File: config.mk
export PLATFORM = sky130hd
export DESIGN_NAME = input_debounce_flat
export DESIGN_NICKNAME = d
export VERILOG_FILES = /design/src/rtl/input_debounce_if.sv /design/src/rtl/input_debounce.sv /design/src/flat_wrapper.sv
export SDC_FILE = /design/constraint.sdc
export NUM_CORES = 1
export LEC_CHECK = 0
export CAP_MARGIN = 20
export CORE_UTILIZATION = 56
export CTS_CLUSTER_DIAMETER = 100
export DETAILED_ROUTE_END_ITERATION = 8
export PLACE_DENSITY = 0.76
export SLEW_MARGIN = 30
export SYNTH_ARGS = -nofsm -noshare
export SYNTH_HDL_FRONTEND = slang
export SYNTH_SLANG_ARGS = --single-unit
File: constraint.sdc
create_clock -name clk -period 8 [get_ports clk]
set_clock_uncertainty 0.15 [all_clocks]
set_input_delay 1.6 -clock clk [delete_from_list [all_inputs] [get_ports clk]]
set_output_delay 1.6 -clock clk [all_outputs]
set_load 0.03 [all_outputs]
File: src/rtl/input_debounce_if.sv
// input_debounce_if: groups the raw board inputs and the conditioned levels
// that feed the PDU debug unit. The master side drives raw pins and observes
// the clean outputs; the slave side is the debounce block itself.
interface input_debounce_if;
  logic       run_raw;
  logic       step_raw;
  logic       valid_raw;
  logic [4:0] in_raw;
  logic       run;
  logic       step;
  logic       valid;
  logic [4:0] in;
  logic [7:0] chg;

  modport master (
    output run_raw, step_raw, valid_raw, in_raw,
    input  run, step, valid, in, chg
  );

  modport slave (
    input  run_raw, step_raw, valid_raw, in_raw,
    output run, step, valid, in, chg
  );
endinterface

File: src/rtl/input_debounce.sv
// input_debounce: two-flop synchronizer plus per-channel stable-time debounce
// for the eight raw board inputs {run, step, valid, in[4:0]}. A channel's
// stable value changes only after its synchronized input has differed from
// it for DB_CYCLES consecutive cycles; chg pulses for one cycle when the new
// value first appears.
//
// Optional feature macro: STEP_REPEAT_EN. When defined, holding the step
// button produces one-cycle low dips on the step output after REP_DELAY
// cycles and then every REP_PERIOD cycles, giving the PDU repeated rising
// edges. When undefined, step is the plain debounced level.
module input_debounce #(
  parameter int DB_CYCLES  = 1000000,
  parameter int CNT_W      = 20,
  parameter int REP_DELAY  = 50000000,
  parameter int REP_PERIOD = 25000000
) (
  input  logic              clk,
  input  logic              rst,
  input_debounce_if.slave   bus
);

  // Channel index of the step button inside the {run, step, valid, in} vector.
  localparam int STEP_CH = 6;

  // Counter value on which a differing input is accepted as the new level.
  localparam logic [CNT_W-1:0] CNT_LAST = CNT_W'(DB_CYCLES - 1);

  // Elaboration-time parameter legality checks.
  if (DB_CYCLES < 2) begin : g_bad_db_cycles
    $error("input_debounce: DB_CYCLES must be at least 2");
  end
  if ((64'd1 << CNT_W) < 64'(DB_CYCLES)) begin : g_bad_cnt_w
    $error("input_debounce: CNT_W too narrow for DB_CYCLES");
  end
  if ((REP_DELAY < 1) || (REP_PERIOD < 1)) begin : g_bad_rep
    $error("input_debounce: REP_DELAY and REP_PERIOD must be at least 1");
  end

  // Raw inputs packed in channel order {run, step, valid, in[4:0]}.
  logic [7:0]       raw_s;

  // Synchronizer stages; only s2 is seen by the debounce logic.
  logic [7:0]       s1_r;
  logic [7:0]       s2_r;

  // Debounced levels, change pulses and per-channel stable-time counters.
  logic [7:0]       stable_r;
  logic [7:0]       chg_r;
  logic [CNT_W-1:0] cnt_r      [8];

  // Next-state values from the debounce decision.
  logic [7:0]       stable_nxt_s;
  logic [7:0]       accept_s;
  logic [CNT_W-1:0] cnt_nxt_s  [8];

  // Step output after optional auto-repeat shaping.
  logic             step_out_s;

  assign raw_s = {bus.run_raw, bus.step_raw, bus.valid_raw, bus.in_raw};

  // Two-flop synchronizer for every raw input.
  always_ff @(posedge clk or posedge rst) begin
    if (rst) begin
      s1_r <= 8'h00;
      s2_r <= 8'h00;
    end else begin
      s1_r <= raw_s;
      s2_r <= s1_r;
    end
  end

  // Per-channel debounce decision: restart on agreement, accept on the last
  // count, otherwise keep counting. The counter never passes CNT_LAST.
  always_comb begin
    stable_nxt_s = stable_r;
    accept_s     = 8'h00;
    for (int i = 0; i < 8; i++) begin
      cnt_nxt_s[i] = {CNT_W{1'b0}};
      if (s2_r[i] == stable_r[i]) begin
        cnt_nxt_s[i] = {CNT_W{1'b0}};
      end else if (cnt_r[i] == CNT_LAST) begin
        stable_nxt_s[i] = s2_r[i];
        accept_s[i]     = 1'b1;
        cnt_nxt_s[i]    = {CNT_W{1'b0}};
      end else begin
        cnt_nxt_s[i] = cnt_r[i] + CNT_W'(1);
      end
    end
  end

  // Debounce state: stable levels, counters and the one-cycle change pulses.
  always_ff @(posedge clk or posedge rst) begin
    if (rst) begin
      stable_r <= 8'h00;
      chg_r    <= 8'h00;
      for (int i = 0; i < 8; i++) begin
        cnt_r[i] <= {CNT_W{1'b0}};
      end
    end else begin
      stable_r <= stable_nxt_s;
      chg_r    <= accept_s;
      for (int i = 0; i < 8; i++) begin
        cnt_r[i] <= cnt_nxt_s[i];
      end
    end
  end

`ifdef STEP_REPEAT_EN
  // Auto-repeat for the step button: a hold counter runs while the stable
  // step level is 1. The first dip comes REP_DELAY cycles after the level
  // rises; after that the counter restarts and dips every REP_PERIOD cycles.
  localparam int REP_MAX = (REP_DELAY > REP_PERIOD) ? REP_DELAY : REP_PERIOD;
  localparam int REP_W   = $clog2(REP_MAX + 1);
  localparam logic [REP_W-1:0] REP_DELAY_V  = REP_W'(REP_DELAY);
  localparam logic [REP_W-1:0] REP_PERIOD_V = REP_W'(REP_PERIOD);

  logic [REP_W-1:0] hold_r;
  logic [REP_W-1:0] hold_inc_s;
  logic [REP_W-1:0] hold_nxt_s;
  logic             rep_phase_r;
  logic             rep_phase_nxt_s;
  logic             dip_s;
  logic             step_r;

  // Hold-counter next state and the dip request for the coming cycle.
  always_comb begin
    hold_inc_s      = hold_r + REP_W'(1);
    hold_nxt_s      = {REP_W{1'b0}};
    rep_phase_nxt_s = 1'b0;
    dip_s           = 1'b0;
    if (!stable_r[STEP_CH]) begin
      hold_nxt_s      = {REP_W{1'b0}};
      rep_phase_nxt_s = 1'b0;
      dip_s           = 1'b0;
    end else if ((!rep_phase_r && (hold_inc_s == REP_DELAY_V)) ||
                 ( rep_phase_r && (hold_inc_s == REP_PERIOD_V))) begin
      hold_nxt_s      = {REP_W{1'b0}};
      rep_phase_nxt_s = 1'b1;
      dip_s           = 1'b1;
    end else begin
      hold_nxt_s      = hold_inc_s;
      rep_phase_nxt_s = rep_phase_r;
      dip_s           = 1'b0;
    end
  end

  // Hold counter, repeat phase and the registered, dip-shaped step output.
  always_ff @(posedge clk or posedge rst) begin
    if (rst) begin
      hold_r      <= {REP_W{1'b0}};
      rep_phase_r <= 1'b0;
      step_r      <= 1'b0;
    end else begin
      hold_r      <= hold_nxt_s;
      rep_phase_r <= rep_phase_nxt_s;
      step_r      <= stable_nxt_s[STEP_CH] & ~dip_s;
    end
  end

  assign step_out_s = step_r;
`else
  assign step_out_s = stable_r[STEP_CH];
`endif

  // Every output is taken straight from a flop.
  assign bus.run   = stable_r[7];
  assign bus.step  = step_out_s;
  assign bus.valid = stable_r[5];
  assign bus.in    = stable_r[4:0];
  assign bus.chg   = chg_r;

endmodule

File: src/flat_wrapper.sv
// flat-port wrapper written by rule: the top's interface ports become plain ports
module input_debounce_flat 
#(
  parameter int DB_CYCLES  = 1000000,
  parameter int CNT_W      = 20,
  parameter int REP_DELAY  = 50000000,
  parameter int REP_PERIOD = 25000000
)
  (clk, rst, bus_run_raw, bus_step_raw, bus_valid_raw, bus_in_raw, bus_run, bus_step, bus_valid, bus_in, bus_chg);
  input_debounce_if bus_i ();
  input  logic clk;
  input  logic rst;
  input wire logic [$bits(bus_i.run_raw)-1:0] bus_run_raw;
  input wire logic [$bits(bus_i.step_raw)-1:0] bus_step_raw;
  input wire logic [$bits(bus_i.valid_raw)-1:0] bus_valid_raw;
  input wire logic [$bits(bus_i.in_raw)-1:0] bus_in_raw;
  output wire logic [$bits(bus_i.run)-1:0] bus_run;
  output wire logic [$bits(bus_i.step)-1:0] bus_step;
  output wire logic [$bits(bus_i.valid)-1:0] bus_valid;
  output wire logic [$bits(bus_i.in)-1:0] bus_in;
  output wire logic [$bits(bus_i.chg)-1:0] bus_chg;
  assign bus_i.run_raw = bus_run_raw;
  assign bus_i.step_raw = bus_step_raw;
  assign bus_i.valid_raw = bus_valid_raw;
  assign bus_i.in_raw = bus_in_raw;
  assign bus_run = bus_i.run;
  assign bus_step = bus_i.step;
  assign bus_valid = bus_i.valid;
  assign bus_in = bus_i.in;
  assign bus_chg = bus_i.chg;
  input_debounce #(.DB_CYCLES(DB_CYCLES), .CNT_W(CNT_W), .REP_DELAY(REP_DELAY), .REP_PERIOD(REP_PERIOD)) u_core (.clk(clk), .rst(rst), .bus(bus_i));
endmodule
# == After elaboration in Yosys (flattened, before gate mapping) ==
# Cells that the tools add are included.
# op_classes
n_addsub,8
n_mul,0
div,0
magnitude_cmp,0
eq_ne,16
n_shift,0
n_mux,32
bitwise,8
reduce_logical,8
# ops
cell,count
2-to-1 mux 20 bit,16
"adder 20 x 1 -> 20 bit, second input constant",8
"equality test 20 bit, second input constant",8
2-to-1 mux 1 bit,16
AND reduction 2 bit,8
equality test 1 bit,8
inverter 1 bit,8
# word_totals
ff_bits,192
latch_bits,0
ram_bits,0
romBits,0
inputBits,10
out_inout_bits,16
wordCells,91
mem_count,0

# == Longest topological paths before layout ==
# Gate-level depths: netlist of run 1.
# logic_depth
ltp_word,3
mapped_depth,6
depth_no_buf,5

# == Least setup slack after synthesis of run 1 ==
# Ideal clock, no wire load.
# synth_timing
kind,register to output
from,reg u_core.stable_r[0]
to,out bus_in[0]
arrival_time_ns,0.506
path_slack_ns,5.744
path_stages_with_launch,1
path_buffers,0
path_cell_list,dfrtp_1
# synth_rtl
item,line_no,rtl
start: declaration,input_debounce.sv:47,logic [7:0] stable_r;
start signal: assignment,input_debounce.sv:100,stable_r <= stable_nxt_s;
end: declaration,flat_wrapper.sv:20,output wire logic [$bits(bus_i.in)-1:0] bus_in;
# No word-level cell between the ends.

==> run metrics, run 1 <==
RSZ-0062 raised after global routing no; CTS resizes 0; final net count 950; critical path capture point type async pin; number of max-cap violations 0; Yosys Warn Count 0; CTS Buffer Depth 2; min-delay worst type flip-flop to flip-flop; drt pass-1 iters 5; Leak 4.02 nW; IO Pins 26; Slew Viols, Final 0; Multi-input gate area 3930 sq um; type of origin of the critical path input pin; post-CTS setup buffers 0; Core Rows 45; Sinks on Clock Net 192; M1 WL 7540 microns; Overall Power 2.01 mW; WL met3 453 microns; worst slew pin tran 0.855 ns; Port-buffer cells 25; status finished, final reports clean; largest net degree at the start of global routing 124; clk slew on worst S/H paths 0.07 ns; Synth Cell Area 8960 sq um; Period minus WS final 3.26 ns; wire length per cell 13.7 microns; worst IR drop on VDD 158 uV; Synthesized Nets 926; vias in the first global route 6248; GPL Wtd Cong 0.784; length in cells of the worst reg-to-reg path 5; CTS tree done; fin util 65.6%; sequential share of the synthesized area 53.6%; Relative slew margins 43.0%; synth cell count leaders 192 x dfrtp_1, 122 x nor2_1, 64 x nand3_1; Detail Placement HPWL 10200 microns; Die X 128 microns; post-synthesis area per instance 9.86 sq um; Synth async-reset ratio 100%; Post-Syn Instances 908; Hold Path Depth 0; hold_ws 0.198 ns; post-route cell area 10100 sq um; Die Y 128 microns; Tot GR Track Use 21.4%; most frequent cell after synthesis dfrtp_1; die area 16500 sq um; Initial Util 58.1%; Setup TNS 0 ns; hold buffer count at CTS 0; via/cell ratio 5.61; Worst EP required 8.30 ns; drc violations 0; pre-CTS setup slack 4.15 ns; Clock Latency Late Sink 0.43 ns; placed cell count 1124; Yosys top cell by area dfrtp_1; Synth top area share 53.6%; H-tree depth 4; antenna cells 0; PD cells 198 nW/um^2; crit-path max FO 123; Layout area overhead 13.0%; GR Overflow Total 0; Iter 0 DRT Violations 412; root buffer cell clkbuf_16; Num CTS Buffers 17; fill count 1236; routed length on met2 7730 microns; Max Used Layer met4; Routed WL 15900 microns; placed inst area 9440 sq um; Finish-stage setup viols 0; Post-synth EDFFs 0; Synth Register Bits 192; Tcrit/Tclk final 40.7%; Final Hold Viols 0; share of cells above drive strength 1 6.88%; top cells by area, synth dfrtp_1 54%, xnor2_1 6.1%, nor2_1 5.1%, xor2_1 3.8%, nand3_1 3.6%; sequential cell area 4800 sq um; via count 6484; fin cells 1156; Routed Antenna Nets 0; Setup CP Type input pin to async pin; Final WS setup 4.74 ns; Primary FF master, synth dfrtp_1; Fmax 307 MHz; Core Box Area 15400 sq um; initial antenna violation count 0; Netlist cell types 35; WP data arrival 3.55 ns; first-pass GRT wire length 28200 microns
report_power, final:
group | switching (mW) | internal, mW
registers | 0.0137 | 0.985
clock network | 0.356 | 0.594
logic | 0.0418 | 0.0179
critical path: stages:
cell and delay [ns]:
clkdlybuf4s50_1 0.49, inv_8 0.59, buf_4 0.80
registers in the layout, summed over array words and instances, names as in the netlist:
| name | cells |
|---|---|
| u_core.cnt_r | 160 |
| u_core.bus.chg | 8 |
| u_core.s1_r | 8 |
| u_core.s2_r | 8 |
| u_core.stable_r | 8 |
routing by layer:
layer / GRT usage, % / vias up
met5: 0 / -
met4: 6.51 / 0
met3: 4.86 / 16
met2: 34.9 / 84
met1: 28.6 / 3134
li1: - / 3250
cell type report:
cell class,instances,area share [%]
sequential,192,47.5
multi-input combinational,654,38.8
clock buffer,18,4.34
timing repair buffer,33,3.07
tap,211,2.61
clock inverter,14,2.32
inverter,34,1.34
placed cells by master, fill, tap and decap left out, drive strengths merged, types with 24 or more instances in the layout:
master and instances:
dfrtp 192, nor2 122, nand3 66, xnor2 62
a21oi 51, nand2 46, xor2 39, or3 38
o21ai 36, inv 35, nand4 32, or4 26
nor4 25, clkdlybuf4s50 25, nor3 24
path summary, 6_finish.rpt:
path	slack (ns)	end	start
max	4.74	u_core.cnt_r[37]$_DFF_PP0_	rst
min	0.20	u_core.s2_r[3]$_DFF_PP0_	u_core.s1_r[3]$_DFF_PP0_
max reg2reg	5.49	u_core.cnt_r[119]$_DFF_PP0_	u_core.cnt_r[116]$_DFF_PP0_
min reg2reg	0.20	u_core.s2_r[3]$_DFF_PP0_	u_core.s1_r[3]$_DFF_PP0_
max in group clk	4.74	bus_in[4]	u_core.stable_r[4]$_DFFE_PP0P_
min in group asynchronous	1.59	u_core.s1_r[5]$_DFF_PP0_	rst
kinds of logic after synthesis:
group | Yosys count | synth area share, %
AND/OR/NAND/NOR | 427 | 24.8
flip-flops | 192 | 53.6
AO/OA/AOI/OAI | 110 | 6.82
XOR/XNOR | 101 | 9.88
buffers and inverters | 62 | 2.71
multiplexers | 8 | 1.01
adder cells (fa/ha/maj) | 8 | 1.12
Note: power is estimated with default switching activity, not from simulation.
==> run 2, diff against run 1 <==
--- a/config.mk
+++ b/config.mk
@@ -9,7 +9,7 @@
 export CORE_UTILIZATION = 56
 export CTS_CLUSTER_DIAMETER = 100
 export DETAILED_ROUTE_END_ITERATION = 8
-export PLACE_DENSITY = 0.76
+export PLACE_DENSITY = 0.78
 export SLEW_MARGIN = 30
 export SYNTH_ARGS = -nofsm -noshare
 export SYNTH_HDL_FRONTEND = slang
==> constraint.sdc (replaced) <==
create_clock -name clk -period 2.88 [get_ports clk]
set_clock_uncertainty 0.15 [all_clocks]
set_input_delay 0.576 -clock clk [delete_from_list [all_inputs] [get_ports clk]]
set_output_delay 0.576 -clock clk [all_outputs]
set_load 0.03 [all_outputs]
==> run metrics, run 2 (synthesis gave the netlist of run 1 again) <==
status finished, final reports clean; type of origin of the critical path flip-flop; Setup CP Type flip-flop to flip-flop; vias in the first global route 6276; Final Hold Viols 0; min-delay worst type flip-flop to flip-flop; Period minus WS final 2.27 ns; initial antenna violation count 0; placed inst area 9520 sq um; Leak 4.02 nW; post-route cell area 10100 sq um; CTS resizes 0; Clock Latency Late Sink 0.42 ns; H-tree depth 4; CTS Buffer Depth 2; commonest non-fill, non-tap cell in the layout dfrtp_1; GR Overflow Total 0; Die Y 128 microns; antenna cells 0; worst IR drop on VDD 435 uV; drc violations 0; Seq pwr share 52.9%; max reg flops 160; Tot GR Track Use 21.0%; drt pass-1 iters 5; Detail Placement HPWL 10500 microns; Setup TNS 0 ns; post-CTS setup buffers 0; critical path capture point type flip-flop; Core Box Area 15400 sq um; Iter 0 DRT Violations 411; Core Rows 45; first-pass GRT wire length 28000 microns; IO Pins 26; number of max-cap violations 0; Port-buffer cells 25; Initial Util 58.1%; Sinks on Clock Net 192; Finish-stage setup viols 0; die area 16500 sq um; clk slew on worst S/H paths 0.07 ns; GPL Wtd Cong 0.833; PD cells 519 nW/um^2; via count 6594; worst slew pin tran 0.547 ns; Num CTS Buffers 17; combinational power share 3.4%; wire length per cell 13.6 microns; Fmax 440 MHz; Slew Viols, Final 0; Layout area overhead 12.7%; clock share of power 43.6%; fin util 65.4%; Routed WL 15800 microns; share of cells above drive strength 1 6.96%; Routed Antenna Nets 0; WP data arrival 2.47 ns; hold buffer count at CTS 0; CTS tree done; Tcrit/Tclk final 78.9%; largest register by flop count u_core.cnt_r; P_sw 1.09 mW; crit-path max FO 8; final net count 956; Worst EP required 3.07 ns; Sw Ratio 20.8%; Relative slew margins 63.2%; commonest non-fill, non-tap cells in the layout 192 x dfrtp_1, 122 x nor2_1, 64 x nand3_1; via/cell ratio 5.69; Die X 128 microns; largest net degree at the start of global routing 84; RSZ-0062 raised after global routing no; root buffer cell clkbuf_16; Cell Int Power 4.15 mW
-- run 2: final timing paths --
check,start,endpoint,slack (ns),depth (start not counted)
worst max-delay path,u_core.cnt_r[120]$_DFF_PP0_,u_core.cnt_r[138]$_DFF_PP0_,0.61,5
worst min-delay path,u_core.s1_r[3]$_DFF_PP0_,u_core.s2_r[3]$_DFF_PP0_,0.19,0
worst min register to register,u_core.s1_r[3]$_DFF_PP0_,u_core.s2_r[3]$_DFF_PP0_,0.19,0
min in group asynchronous,rst,u_core.cnt_r[145]$_DFF_PP0_,0.49,3
max in group asynchronous,rst,u_core.s1_r[3]$_DFF_PP0_,1.68,3
worst max register to register,u_core.cnt_r[120]$_DFF_PP0_,u_core.cnt_r[138]$_DFF_PP0_,0.61,5
-- run 2: layout make-up --
cell class,instances,area [sq um]
Multi-Input combinational cell,654,3930
Inverter,34,131
Sequential cell,192,4800
Fill cell,1257,5330
Timing Repair Buffer,39,393
Clock inverter,6,82.6
Clock buffer,23,488
Tap cell,211,264
-- run 2: worst max-delay path, stage by stage, from the launching register on --
cell     delay (ns)
dfrtp_1        0.40
ha_1           0.24
nand2_1        0.10
or4_1          0.62
or4_1          0.50
a21oi_1        0.17
-- run 2: power groups by stage --
stage / Sequential (mW) / Clock, mW / Combinational, mW
2_1_floorplan: 2.81 / 0 / 0.120
3_3_place_gp: 2.82 / 0 / 0.180
3_5_place_dp: 2.82 / 0 / 0.184
4_1_cts: 2.77 / 2.34 / 0.185
5_1_grt: 2.78 / 2.44 / 0.208
6_report: 2.77 / 2.29 / 0.178
-- run 2: metal layers --
metal | routed length [microns] | GRT usage (%) | vias to the layer above
met4 | 144 | 6.64 | 0
met5 | 0 | 0 | -
li1 | - | - | 3257
met2 | 7650 | 34.9 | 86
met1 | 7520 | 27.6 | 3238
met3 | 438 | 4.62 | 13
-- run 2: metrics by stage --
stage | setup WS, ns | total power [mW] | cells | hold WS, ns
2_1_floorplan | -0.322 | 2.93 | 908 | 0.181
3_3_place_gp | 0.686 | 3.00 | 1130 | 0.184
3_5_place_dp | 0.633 | 3.01 | 1130 | 0.189
4_1_cts | 0.610 | 5.30 | 1159 | 0.198
5_1_grt | 0.470 | 5.43 | 1159 | 0.202
6_report | 0.608 | 5.24 | 1159 | 0.195
